==> src/rtl/buffer_pkg.sv <==
// Shared sizing helpers and wrap arithmetic for the circular input buffer.
// Both the read-pointer and the write-pointer blocks use it.
package buffer_pkg;

  // Pointer width for a buffer of 'columns' entries (at least 1 bit)
  function automatic int unsigned ptr_w(input int unsigned columns);
    return (columns > 1) ? $clog2(columns) : 1;
  endfunction

  // Counter width: one extra bit so a completely full buffer is representable
  function automatic int unsigned cnt_w(input int unsigned columns);
    return ptr_w(columns) + 1;
  endfunction

  // ptr + inc folded back into [0, columns); ptr and inc are each < columns
  function automatic int unsigned wrap_add(input int unsigned ptr,
                                           input int unsigned inc,
                                           input int unsigned columns);
    int unsigned nxt;
    nxt = ptr + inc;
    return (nxt >= columns) ? (nxt - columns) : nxt;
  endfunction

endpackage

==> src/rtl/circular_buffer_write_ctrl_write_ptr_update.sv <==
// Wrapping write pointer. It is the counterpart of the read-pointer updater.
// The pointer advances by PAR_WRITE columns on each updateWP.
// Ports: clk, rst (sync, active-high), updateWP (advance strobe),
//        write_ptr_out (current base column).
module write_ptr_update
  import buffer_pkg::*;
#(
  parameter int unsigned COLUMNS   = 32,
  parameter int unsigned PAR_WRITE = 1
) (
  input  logic                        clk,
  input  logic                        rst,
  input  logic                        updateWP,
  output logic [ptr_w(COLUMNS)-1:0]   write_ptr_out
);

  localparam int unsigned PTR_W = ptr_w(COLUMNS);

  logic [PTR_W-1:0] write_ptr_q;
  logic [PTR_W-1:0] write_ptr_d;

  // Next pointer
  always_comb begin
    write_ptr_d = write_ptr_q;
    if (updateWP) begin
      write_ptr_d = PTR_W'(wrap_add(32'(write_ptr_q), PAR_WRITE, COLUMNS));
    end
  end

  always_ff @(posedge clk) begin
    if (rst) write_ptr_q <= '0;
    else     write_ptr_q <= write_ptr_d;
  end

  assign write_ptr_out = write_ptr_q;

endmodule

==> src/rtl/circular_buffer_write_ctrl.sv <==
// Write-side controller for the column-organised circular input buffer.
// The block has a one-deep pass-through stage register. It commits staged words to
// the buffer at the wrapping write pointer. It also tracks occupancy against
// read-side consumption.
// Ports:
//   clk, rst                    clock, sync active-high reset
//   in_valid/in_data/in_ready   upstream handshake, PAR_WRITE words per transfer
//   updateRP                    read side consumed PAR_READ words
//   buf_wen/buf_waddr/buf_wdata buffer write port (combinational commit)
//   write_ptr_out, occupancy    current pointer / committed-unconsumed words
//   full, empty, read_avail     decodes of registered occupancy
//   underflow_err               sticky illegal-updateRP flag
module circular_buffer_write_ctrl
  import buffer_pkg::*;
#(
  parameter int unsigned COLUMNS    = 32,
  parameter int unsigned PAR_WRITE  = 1,
  parameter int unsigned PAR_READ   = 4,
  parameter int unsigned DATA_WIDTH = 8
) (
  input  logic                              clk,
  input  logic                              rst,
  input  logic                              in_valid,
  input  logic [PAR_WRITE*DATA_WIDTH-1:0]   in_data,
  output logic                              in_ready,
  input  logic                              updateRP,
  output logic                              buf_wen,
  output logic [ptr_w(COLUMNS)-1:0]         buf_waddr,
  output logic [PAR_WRITE*DATA_WIDTH-1:0]   buf_wdata,
  output logic [ptr_w(COLUMNS)-1:0]         write_ptr_out,
  output logic [cnt_w(COLUMNS)-1:0]         occupancy,
  output logic                              full,
  output logic                              empty,
  output logic                              read_avail,
  output logic                              underflow_err
);

  localparam int unsigned PTR_W = ptr_w(COLUMNS);
  localparam int unsigned CNT_W = cnt_w(COLUMNS);
  localparam int unsigned DW    = PAR_WRITE * DATA_WIDTH;

  logic             stage_valid_q, stage_valid_d;
  logic [DW-1:0]    stage_data_q,  stage_data_d;
  logic [CNT_W-1:0] occupancy_q,   occupancy_d;
  logic             underflow_q,   underflow_d;

  logic             commit;
  logic             accept;
  logic             read_ok;
  logic [PTR_W-1:0] wptr;

  // Status decodes use registered occupancy only, so there is no path from updateRP to a commit
  assign full       = occupancy_q > CNT_W'(COLUMNS - PAR_WRITE);
  assign empty      = occupancy_q == '0;
  assign read_avail = occupancy_q >= CNT_W'(PAR_READ);

  // Reset cycle suppresses the commit so staged data is discarded, not written
  assign commit   = stage_valid_q && !full && !rst;
  assign in_ready = !stage_valid_q || commit;
  assign accept   = in_valid && in_ready;
  assign read_ok  = updateRP && read_avail;

  write_ptr_update #(
    .COLUMNS  (COLUMNS),
    .PAR_WRITE(PAR_WRITE)
  ) u_write_ptr (
    .clk          (clk),
    .rst          (rst),
    .updateWP     (commit),
    .write_ptr_out(wptr)
  );

  // Stage, occupancy and error next-state
  always_comb begin
    stage_valid_d = stage_valid_q;
    stage_data_d  = stage_data_q;
    occupancy_d   = occupancy_q;
    underflow_d   = underflow_q;

    if (accept) begin
      stage_valid_d = 1'b1;
      stage_data_d  = in_data;
    end else if (commit) begin
      stage_valid_d = 1'b0;
    end

    // Both deltas apply in one expression so a simultaneous commit and read net out
    occupancy_d = occupancy_q
                + (commit  ? CNT_W'(PAR_WRITE) : CNT_W'(0))
                - (read_ok ? CNT_W'(PAR_READ)  : CNT_W'(0));

    if (updateRP && !read_ok) underflow_d = 1'b1;
  end

  always_ff @(posedge clk) begin
    if (rst) begin
      stage_valid_q <= 1'b0;
      stage_data_q  <= '0;
      occupancy_q   <= '0;
      underflow_q   <= 1'b0;
    end else begin
      stage_valid_q <= stage_valid_d;
      stage_data_q  <= stage_data_d;
      occupancy_q   <= occupancy_d;
      underflow_q   <= underflow_d;
    end
  end

  assign buf_wen       = commit;
  assign buf_waddr     = wptr;
  assign buf_wdata     = stage_data_q;
  assign write_ptr_out = wptr;
  assign occupancy     = occupancy_q;
  assign underflow_err = underflow_q;

endmodule
==> config.mk <==
export PLATFORM = sky130hd
export DESIGN_NAME = circular_buffer_write_ctrl
export DESIGN_NICKNAME = d
export VERILOG_FILES = /design/src/rtl/buffer_pkg.sv /design/src/rtl/circular_buffer_write_ctrl_write_ptr_update.sv /design/src/rtl/circular_buffer_write_ctrl.sv
export SDC_FILE = /design/constraint.sdc
export NUM_CORES = 1
export LEC_CHECK = 0
export CAP_MARGIN = 10
export CORE_UTILIZATION = 50
export CTS_CLUSTER_SIZE = 16
export DETAILED_ROUTE_END_ITERATION = 10
export DONT_BUFFER_PORTS = 1
export GPL_TIMING_DRIVEN = 0
export PLACE_DENSITY = 0.74
export SKIP_CTS_REPAIR_TIMING = 1
export SLEW_MARGIN = 0
export SYNTH_ARGS = -nofsm -noshare
export SYNTH_HDL_FRONTEND = slang
export SYNTH_SLANG_ARGS = --single-unit
==> constraint.sdc <==
create_clock -name clk -period 2.7 [get_ports clk]
set_input_delay 0.54 -clock clk [delete_from_list [all_inputs] [get_ports clk]]
set_output_delay 0.54 -clock clk [all_outputs]
set_load 0.1 [all_outputs]
== Word-level counts from Yosys, hierarchy flattened ==
Index checks and enable logic that the tools add are counted.
Operators by class
  reductions and logical operators: 12
  multiplexer cells: 5
  add/sub/neg operators: 4
  order comparisons: 3
Operators with widths (number)
  5-bit by 1-bit adder with 6-bit output (second input constant): 1
  6-bit by 1-bit adder with 6-bit output: 1
  6-bit by 3-bit greater-or-equal comparator with 1-bit output (second input constant): 1
  6-bit greater-or-equal comparator (second input constant): 1
  6-bit by 5-bit > comparator with 1-bit output (second input constant): 1
  6-bit zero test: 1
  6-bit by 3-bit subtractor with 6-bit output: 1
  1-bit logical AND: 5
  5-bit 2-to-1 mux: 1
  5-bit by 1-bit subtractor with 5-bit output (second input constant): 1
  1-bit zero test: 4
  1-bit 2-to-1 mux: 3
  3-bit 2-to-1 mux: 1
  2-bit nonzero test: 1
  1-bit logical OR: 1
Word-level totals
  word-level logic and storage cells: 29
  output and inout port bits: 30
  input bits: 12
  register bits: 21

== Depth between registers and ports, before layout ==
Gate-level depths: netlist of the first run.
  word-level depth: 7
  gate-level depth with buffers: 13
  mapped depth without buffers: 12

== Modules after synthesis ==
A second synthesis of the first run with hierarchy kept.
Second synthesis, totals
  cell total of the unflattened synthesis: 119
  area, all modules: 1147.4 um^2
By module, submodules not included
  circular_buffer_write_ctrl: sequential area each 320.3 um^2, instances 1, cells each 97, area each 899.6 um^2
  write_ptr_update: sequential area each 100.1 um^2, instances 1, cells each 22, area each 247.7 um^2

== Least setup slack after synthesis of the first run ==
Ideal clock, no wire load.
  path type: reg-to-reg
  start point: register occupancy_q[4] (netlist: occupancy[4])
  end point: register occupancy_q[4] (netlist: occupancy[4])
  data arrival time: 5.087 ns
  library setup time: 0.128 ns
  path slack: -2.514 ns
  data required time: 2.572 ns
  path buffers: 1
  period minus slack after synthesis: 5.214 ns
  cell stages (with the launch flop): 13
  path through: dfxtp_1 > ha_1 > nand2_1 > o21a_1 > buf_2 > nor3_1 > ha_1 > inv_1 > ha_1 > o21bai_1 > a21oi_1 > xor2_1 > nor2_1
On the way
  word-level cells in the longest chain between the ends: 7
  elaborated cells between the ends (all ways): 10
  those cells by class: add/sub: 2; order compare: 2; mux: 2; reduce/logical: 4
Ends and longest elaborated chain
  from (decl): line circular_buffer_write_ctrl.sv:44  | logic [CNT_W-1:0] occupancy_q, occupancy_d;
  from (signal assigned): line circular_buffer_write_ctrl.sv:104  | occupancy_q <= occupancy_d;
  6-bit by 5-bit > comparator with 1-bit output: line circular_buffer_write_ctrl.sv:53  | assign full = occupancy_q > CNT_W'(COLUMNS - PAR_WRITE);
  via full: line circular_buffer_write_ctrl.sv:32  | output logic full,
  1-bit zero test: line circular_buffer_write_ctrl.sv:58  | assign commit = stage_valid_q && !full && !rst;
  1-bit logical AND (2 in a row): line circular_buffer_write_ctrl.sv:58
  via buf_wen: line circular_buffer_write_ctrl.sv:27  | output logic buf_wen,
  1-bit 2-to-1 mux: line circular_buffer_write_ctrl.sv:89  | + (commit ? CNT_W'(PAR_WRITE) : CNT_W'(0))
  6-bit by 1-bit adder with 6-bit output: line circular_buffer_write_ctrl.sv:89
  6-bit by 3-bit subtractor with 6-bit output: line circular_buffer_write_ctrl.sv:90  | - (read_ok ? CNT_W'(PAR_READ) : CNT_W'(0));
The timed path passes the listed nets, and every way through them passes these cells.
A chain may end at the register's enable or synchronous reset.

== Worst setup path in the final report of the first run ==
Ends and elaborated chain as after synthesis.

==> qor.yml, run 1 <==
run_status:
  status: "complete, but fails checks"
  violations: "setup timing"
synthesis:
  yosysUniqueCellTypes: 30
  synth.top_cells.by_area: "dfxtp_1 40%, ha_1 14%, mux2i_1 7.5%"
  synth-edff-count: 0
  synth_nets: 140
  yosysTopAreaCellShare_pct: 39.62
  synth-seq-area-share_pct: 39.62
  yosysWarnings: 0
  synth_seq_cells: 21
  synth_flop_cell: "dfxtp_1"
  synth_area_um2: 1061
  synth.avg_cell_area_um2: 9.147
  synthArstFlopShare_pct: 0
  yosys.area.top_type: "dfxtp_1"
  netlist_instances: 116
place:
  place.detailed.hpwl_um: 1584
  dp.cells: 143
  port_buffers: 0
  gp_congestion: 0.7943
finish:
  drive_gt1_share_pct: 29.37
  stdcell_count: 153
  final_nets: 151
  fill_cells: 158
  layout_common_cells: "16 x nor2_1, 15 x dfxtp_1, 10 x buf_4"
  ff_latch_area_um2: 442.9
  area_growth_pct: 24.41
  final_common_cell: "nor2_1"
  multi_input_area_um2: 660.6
  diodes: 0
detailed_routing:
  avgViaCountPerCell: 5.497
  drtIter0Drc: 10
  drc: 0
  vias: 841
  wl_um: 2233
  ant_nets: 0
  drt_first_pass_iters: 4
  wire_per_inst_um: 14.59
floorplanning:
  rows: 16
  num_io_pins: 42
  die_w_um: 48.07
  dieArea_um2: 2310
  core_um2: 1982
  die_y_um: 48.07
  start_util_pct: 53.54
sta:
  worst_slew_pin_slew_ns: 1.099
  setup_viol: 7
  relSlewSlack_pct: 26.66
  fin_skew_ns: 0.001385
  max_freq_ghz: 0.3211
  fin_ws_ns: -0.4139
  post-route-period-util_pct: 115.3
  fin_hold_ws_ns: 0.2846
  rsz0062_at_grt: "yes"
  period_minus_slack_ns: 3.114
  hold_violations: 0
  finalMaxSlewViolations: 0
worst_setup_path:
  crit_top_cell: "ha_4"
  crit_path_max_fanout: 5
  cp.required_ns: 2.88
  critPathArrivalTime_ns: 3.29
  slowest_stage: "nor3_4"
  cp-end-kind: "flop"
  critPathLaunch: "occupancy[4]"
  r2r-start: "occupancy[4]"
  worstSetupPathType: "reg2reg"
  max_stage_delay_ns: 0.84
  setup.worst_path.start_class: "flop"
  crit_chain: "ha_4, nand2_2, o21a_4, buf_12, nor3_4, ha_4, inv_2, ha_4, o21bai_1, a21oi_1, xor2_1, nor2_1"
clock_tree:
  cts_buffers: 3
  clk_latency_ns: 0.29
  h-tree-depth: 1
  clk_path_buf_depth: 2
  root_buffer: "clkbuf_4"
  cts_tree: "done"
  clock-sinks: 21
  path_clk_slew_ns: 0.11
global_route:
  gr-total-overflow: 0
  grt_pass1_vias: 691
  grt_max_degree: 12
  grt_usage_pct: 19.15
  grt_pass1_wl_um: 2980
  antenna_found_initial: 0
flow_run:
  cap_viol_max_count: 0
worst_hold_path:
  hp-start: "rst"
  hold_class: "in2reg"
## synthesized netlist by cell type, types with 3 or more instances
library cell / count
buf_4: 5
mux2i_1: 8
nor2_1: 16
a21oi_1: 7
ha_1: 12
inv_1: 7
dfxtp_1: 21
xor2_1: 3
nand2_1: 7
o21ai_0: 5
## metal layers
layer	track usage [%]	up-vias	part of all wire, %
met4	6.667	0	0.18
li1	-	417	-
met5	0	-	0
met1	22.50	393	40
met3	6.038	2	5.9
met2	32.70	29	54
## through the flow
step / instance area [um^2] / setup slack, ns / TNS, ns / util, %
CTS: 1204 / -0.5366 / -2.241 / 60.73
finish: 1320 / -0.4139 / -1.632 / 66.60
detailed placement: 1177 / -0.5014 / -1.573 / 59.41
floorplan: 1144 / -0.3403 / -0.8325 / -
global placement: 1177 / -0.4905 / -1.521 / 59.41
global route: 1320 / -0.5181 / -2.253 / 66.60
## worst paths after layout
check                                               endpoint  slack (ns)  cells after the start
worst min-delay path                            occupancy[0]        0.28                      1
worst max register to register                  occupancy[4]       -0.41                     12
worst max-delay path                            occupancy[4]       -0.41                     12
worst min register to register  u_write_ptr.write_ptr_out[1]        0.61                      2
## cell type report
cell class	count	share of cell area [%]
Buffer	8	4.929
Clock buffer	4	1.991
Inverter	7	2.180
Multi-Input combinational cell	80	50.05
Sequential cell	21	33.55
Tap cell	27	2.559
Timing Repair Buffer	6	4.739
## worst max-delay path: cells and delay by family (launching register included)
kind	cells	cell delay, ns
flops	1	0.57
xor+xnor	1	0.14
compound gates	3	0.49
buf+inv	2	0.21
fa+ha+maj	3	0.62
simple gates	3	0.96
## logic make-up (layout without fill, tap and decap cells)
| group | Yosys count | in the layout | synth area share (%) |
|---|---|---|---|
| and+or+nand+nor | 35 | 35 | 15.57 |
| muxes | 8 | 8 | 7.547 |
| DFF | 21 | 21 | 39.62 |
| adders and majority gates | 12 | 12 | 14.15 |
| AOI/OAI and AO/OA | 20 | 20 | 11.79 |
| buffers and inverters | 15 | 25 | 7.194 |
| xor gates and xnor gates | 5 | 5 | 4.128 |
## sequential cells by signal, summed over array words and instances, names as in the netlist
name and flops:
occupancy 6, buf_wdata 8, u_write_ptr.write_ptr_out 5, underflow_err 1
stage_valid_q 1
Power of run 1 is left out: the tool's default activity adds up to more than one toggle a clock period on the data nets, which glitch-free logic cannot reach.
==> run 2: changes to the inputs <==
--- a/config.mk
+++ b/config.mk
@@ -6,12 +6,12 @@
 export NUM_CORES = 1
 export LEC_CHECK = 0
 export CAP_MARGIN = 10
-export CORE_UTILIZATION = 50
+export CORE_UTILIZATION = 46
 export CTS_CLUSTER_SIZE = 16
 export DETAILED_ROUTE_END_ITERATION = 10
 export DONT_BUFFER_PORTS = 1
 export GPL_TIMING_DRIVEN = 0
-export PLACE_DENSITY = 0.74
+export PLACE_DENSITY = 0.7
 export SKIP_CTS_REPAIR_TIMING = 1
 export SLEW_MARGIN = 0
 export SYNTH_ARGS = -nofsm -noshare
==> run 2 against run 1 <==
Sequential share of layout area grew 0.88 points; design area shrank 2.6%; routed wire length rose by 5.7%; critical path type unchanged; the run still ends with setup timing left; clock skew is 0.012 ns higher; fmax rose by 0.45%; utilization shrank 7.9 points; clock-buffer cell count shrank 1; cell count shrank 0.65%.
==> qor.yml, run 2 (synthesized netlist as in run 1, its figures left out) <==
run_status:
  status: "complete, but fails checks"
  violations: "setup timing"
clock_tree:
  cts_buffers: 3
  cts_tree: "done"
  root_buffer: "clkbuf_4"
  path_clk_slew_ns: 0.13
  clk_latency_ns: 0.31
  clk_path_buf_depth: 2
  clock-sinks: 21
  h-tree-depth: 1
place:
  port_buffers: 0
  place.detailed.hpwl_um: 1617
  place_area_um2: 1179
  gp_congestion: 0.8372
worst_hold_path:
  hold_class: "in2reg"
worst_setup_path:
  worstSetupPathType: "reg2reg"
  crit_path_max_fanout: 5
  critPathArrivalTime_ns: 3.30
  cp.required_ns: 2.90
  cp-end-kind: "flop"
  setup.worst_path.start_class: "flop"
detailed_routing:
  wire_per_inst_um: 15.53
  drc: 0
  vias: 842
  ant_nets: 0
  wl_um: 2360
  avgViaCountPerCell: 5.539
  drt_first_pass_iters: 3
  drtIter0Drc: 10
sta:
  rsz0062_at_grt: "yes"
  fin_ws_ns: -0.3999
  finalMaxSlewViolations: 0
  hold_violations: 0
  period_minus_slack_ns: 3.100
  fin_skew_ns: 0.01292
  max_freq_ghz: 0.3226
  worst_slew_pin_slew_ns: 1.091
  setup_tns_ns: -2.013
  relSlewSlack_pct: 27.16
  post-route-period-util_pct: 114.8
  setup_viol: 8
global_route:
  gr-total-overflow: 0
  grt_pass1_wl_um: 3546
  grt_max_degree: 13
  grt_pass1_vias: 845
  grt_usage_pct: 18.89
  antenna_found_initial: 0
floorplanning:
  core_um2: 2191
  die_y_um: 50.03
  num_io_pins: 42
  dieArea_um2: 2503
  die_w_um: 50.03
  rows: 17
  start_util_pct: 48.43
finish:
  diodes: 0
  largest_reg_flops: 8
  layout_common_cells: "16 x nor2_1, 15 x dfxtp_1, 9 x ha_1"
  post-route-util_pct: 58.71
  final_common_cell: "nor2_1"
  drive_gt1_share_pct: 27.42
  area_growth_pct: 21.23
  final_nets: 149
  design_area_um2: 1286
power:
  total_power_mw: 1.744
  ir_drop_uv: 830.8
  leakagePower_nw: 0.5282
  p_per_area_nw_per_um2: 1356
flow_run:
  cap_viol_max_count: 0
==> run 2: cell types whose count changed in the layout (fill, tap and decap cells not counted), sizes merged <==
cell,change
clkbuf,-1
buf,-2
clkinv,+1
==> run 2: stage by stage <==
stage	std cells	hold WS (ns)	setup WS (ns)
2_1_floorplan	116	0.5334	-0.3403
3_3_place_gp	144	0.5618	-0.4968
3_5_place_dp	144	0.5828	-0.4976
4_1_cts	148	0.2655	-0.5238
5_1_grt	152	0.2614	-0.5085
6_report	152	0.2786	-0.3999
==> run 2: power by group <==
| group | leakage (nW) | internal, mW | switching (mW) |
|---|---|---|---|
| combinational | 0.334 | 0.286 | 0.536 |
| sequential | 0.177 | 0.374 | 0.388 |
| clock | 0.0177 | 0.0553 | 0.104 |
==> run 2: critical path: stages (launching register included) <==
cell,delay [ns]
dfxtp_4,0.58
ha_4,0.21
nand2_2,0.06
o21a_4,0.25
buf_12,0.17
nor3_4,0.80
ha_2,0.36
inv_2,0.05
ha_4,0.16
o21bai_4,0.11
a21oi_2,0.07
xor2_1,0.12
nor2_1,0.05
==> run 2: path summary, 6_finish.rpt <==
kind         slack [ns]     startpoint  depth (start not counted)                      endpoint
max               -0.40   occupancy[4]                         12                  occupancy[4]
max reg2reg       -0.40   occupancy[4]                         12                  occupancy[4]
min                0.28            rst                          1                  occupancy[0]
min reg2reg        0.61  stage_valid_q                          2  u_write_ptr.write_ptr_out[1]
==> run 2: layout make-up <==
type,count,area (um^2)
well taps,28,35.03
repair buffers,4,47.55
multi-input cells,80,639.4
flip-flops and latches,21,442.9
clock buffers,3,22.52
clock inverters,1,5.005
fillers,197,904.6
plain buffers,8,65.06
inverters,7,28.78
==> run 2: per-layer routing <==
layer | up-vias | GRT usage [%] | wire [um]
li1 | 406 | - | -
met1 | 403 | 21.13 | 977
met2 | 31 | 32.00 | 1186
met3 | 2 | 6.173 | 180
met4 | 0 | 8.571 | 16
met5 | - | 0 | 0
No activity file was read; power rests on OpenSTA's default activity.
==> run 3: changes to the inputs <==
--- a/config.mk
+++ b/config.mk
@@ -11,8 +11,10 @@
 export DETAILED_ROUTE_END_ITERATION = 10
 export DONT_BUFFER_PORTS = 1
 export GPL_TIMING_DRIVEN = 0
+export HOLD_SLACK_MARGIN = 0.1
 export PLACE_DENSITY = 0.7
 export SKIP_CTS_REPAIR_TIMING = 1
+export SKIP_LAST_GASP = 1
 export SLEW_MARGIN = 0
 export SYNTH_ARGS = -nofsm -noshare
 export SYNTH_HDL_FRONTEND = slang
==> constraint.sdc (replaced) <==
create_clock -name clk -period 2.7 [get_ports clk]
set_input_delay 0.54 -clock clk [delete_from_list [all_inputs] [get_ports clk]]
set_output_delay 0.54 -clock clk [all_outputs]
set_load 0.01 [all_outputs]
==> run 3 against run 2 <==
Highest routed layer unchanged; the run now ends clean; largest cell class unchanged; clock-buffer cell count did not move; setup slack improved by 0.66 ns; via count fell by 5.8%; hold slack improved by 0.0076 ns; sequential power fell by 43%; power fell by 42%; clock skew fell by 0.010 ns; first-iteration DRC count fell by 70%; critical path depth fell by 1; fmax rose by 27%; die area did not move.
==> qor.yml, run 3 (synthesized netlist as in run 1, its figures left out) <==
sta:
  max_freq_ghz: 0.4093
  fin_ws_ns: 0.2569
  fin_skew_ns: 0.002617
  hold_violations: 0
  relSlewSlack_pct: 61.90
  setup_viol: 0
  post-route-period-util_pct: 90.49
  fin_hold_ws_ns: 0.2863
  setup_tns_ns: 0
  finalMaxSlewViolations: 0
  rsz0062_at_grt: "no"
  period_minus_slack_ns: 2.443
  worst_slew_pin_slew_ns: 0.5710
detailed_routing:
  avgViaCountPerCell: 5.358
  wire_per_inst_um: 13.28
  ant_nets: 0
  vias: 793
  drtIter0Drc: 3
  drt_first_pass_iters: 3
  drc: 0
  wl_um: 1965
place:
  place.detailed.hpwl_um: 1535
  dp.cells: 144
  gp_congestion: 0.7614
  port_buffers: 0
  place_ws_ns: 0.02513
  place_area_um2: 1096
power:
  p_per_area_nw_per_um2: 896.2
  leakagePower_nw: 0.4847
  ir_drop_uv: 536.4
  total_power_mw: 1.018
floorplanning:
  start_util_pct: 48.43
  num_io_pins: 42
  die_y_um: 50.03
  core_um2: 2191
  rows: 17
  die_w_um: 50.03
  dieArea_um2: 2503
worst_setup_path:
  crit_top_cell: "ha_1"
  cp-end-kind: "flop"
  critPathArrivalTime_ns: 2.63
  crit_path_max_fanout: 3
  slowest_stage: "dfxtp_1"
  setup.worst_path.start_class: "flop"
  worstSetupPathType: "reg2reg"
  crit_chain: "inv_1, ha_1, o21ai_0, nand2_1, nand2_1, ha_1, ha_1, a211oi_1, o21ai_0, xor2_1, nor2_1"
  max_stage_delay_ns: 0.43
  r2r_slack_ns: 0.26
  cp.required_ns: 2.89
clock_tree:
  cts_tree: "done"
  clk_latency_ns: 0.30
  clk_path_buf_depth: 2
  h-tree-depth: 1
  path_clk_slew_ns: 0.12
  clock-sinks: 21
  cts_buffers: 3
  root_buffer: "clkbuf_4"
global_route:
  grt_pass1_wl_um: 3243
  antenna_found_initial: 0
  grt_pass1_vias: 768
  gr-total-overflow: 0
  grt_max_degree: 13
  grt_usage_pct: 17.44
worst_hold_path:
  hold_class: "in2reg"
finish:
  final_common_cell: "dfxtp_1"
  design_area_um2: 1136
  area_growth_pct: 7.075
  stdcell_count: 148
  diodes: 0
  largest_reg_flops: 8
  final_nets: 145
  post-route-util_pct: 51.86
  drive_gt1_share_pct: 11.67
  fill_cells: 210
  layout_common_cells: "20 x dfxtp_1, 16 x nor2_1, 12 x ha_1"
run_status:
  status: "finished, final reports clean"
flow_run:
  cap_viol_max_count: 0
-- run 3: cell count changes in the layout (fill, tap and decap cells not counted), moves of 2 or more --
cell / before / now
dfxtp_4: 6 / 0
ha_4: 2 / 0
o21ai_0: 3 / 5
buf_4: 8 / 5
inv_1: 5 / 7
nand2_1: 5 / 7
ha_1: 9 / 12
dfxtp_1: 15 / 20
-- run 3: worst max-delay path: cells and delay by family (launching register included) --
kind	cells	cell delay (ns)
XOR/XNOR	1	0.16
AND/OR/NAND/NOR	3	0.33
buffers and inverters	1	0.10
adder cells (fa/ha/maj)	3	0.68
flip-flops	1	0.43
AO/OA/AOI/OAI	3	0.61
-- run 3: layout make-up --
type | count | area [um^2] | share of cell area [%]
clock inverters | 1 | 5.005 | 0.4405
multi-input cells | 80 | 575.6 | 50.66
clock buffers | 3 | 22.52 | 1.982
flip-flops and latches | 21 | 421.7 | 37.11
well taps | 28 | 35.03 | 3.084
inverters | 7 | 26.28 | 2.313
plain buffers | 8 | 50.05 | 4.405
-- run 3: final timing paths --
check / from / end / cells past startpoint
setup / recovery: occupancy[4] / occupancy[5] / 11
hold / removal: rst / occupancy[0] / 1
setup reg to reg: occupancy[4] / occupancy[5] / 11
hold reg to reg: u_write_ptr.write_ptr_out[4] / u_write_ptr.write_ptr_out[4] / 2
-- run 3: report_power, final --
part	internal (mW)	switching, mW
clock	0.0553	0.0956
combinational	0.181	0.248
sequential	0.361	0.0777
total	0.597	0.421
-- run 3: routing by layer --
layer | GRT usage, % | wire length [um] | up-vias
li1 | - | - | 397
met1 | 21.21 | 885 | 367
met2 | 27.78 | 928 | 25
met3 | 4.938 | 119 | 4
met4 | 8.571 | 31 | 0
met5 | 0 | 0 | -
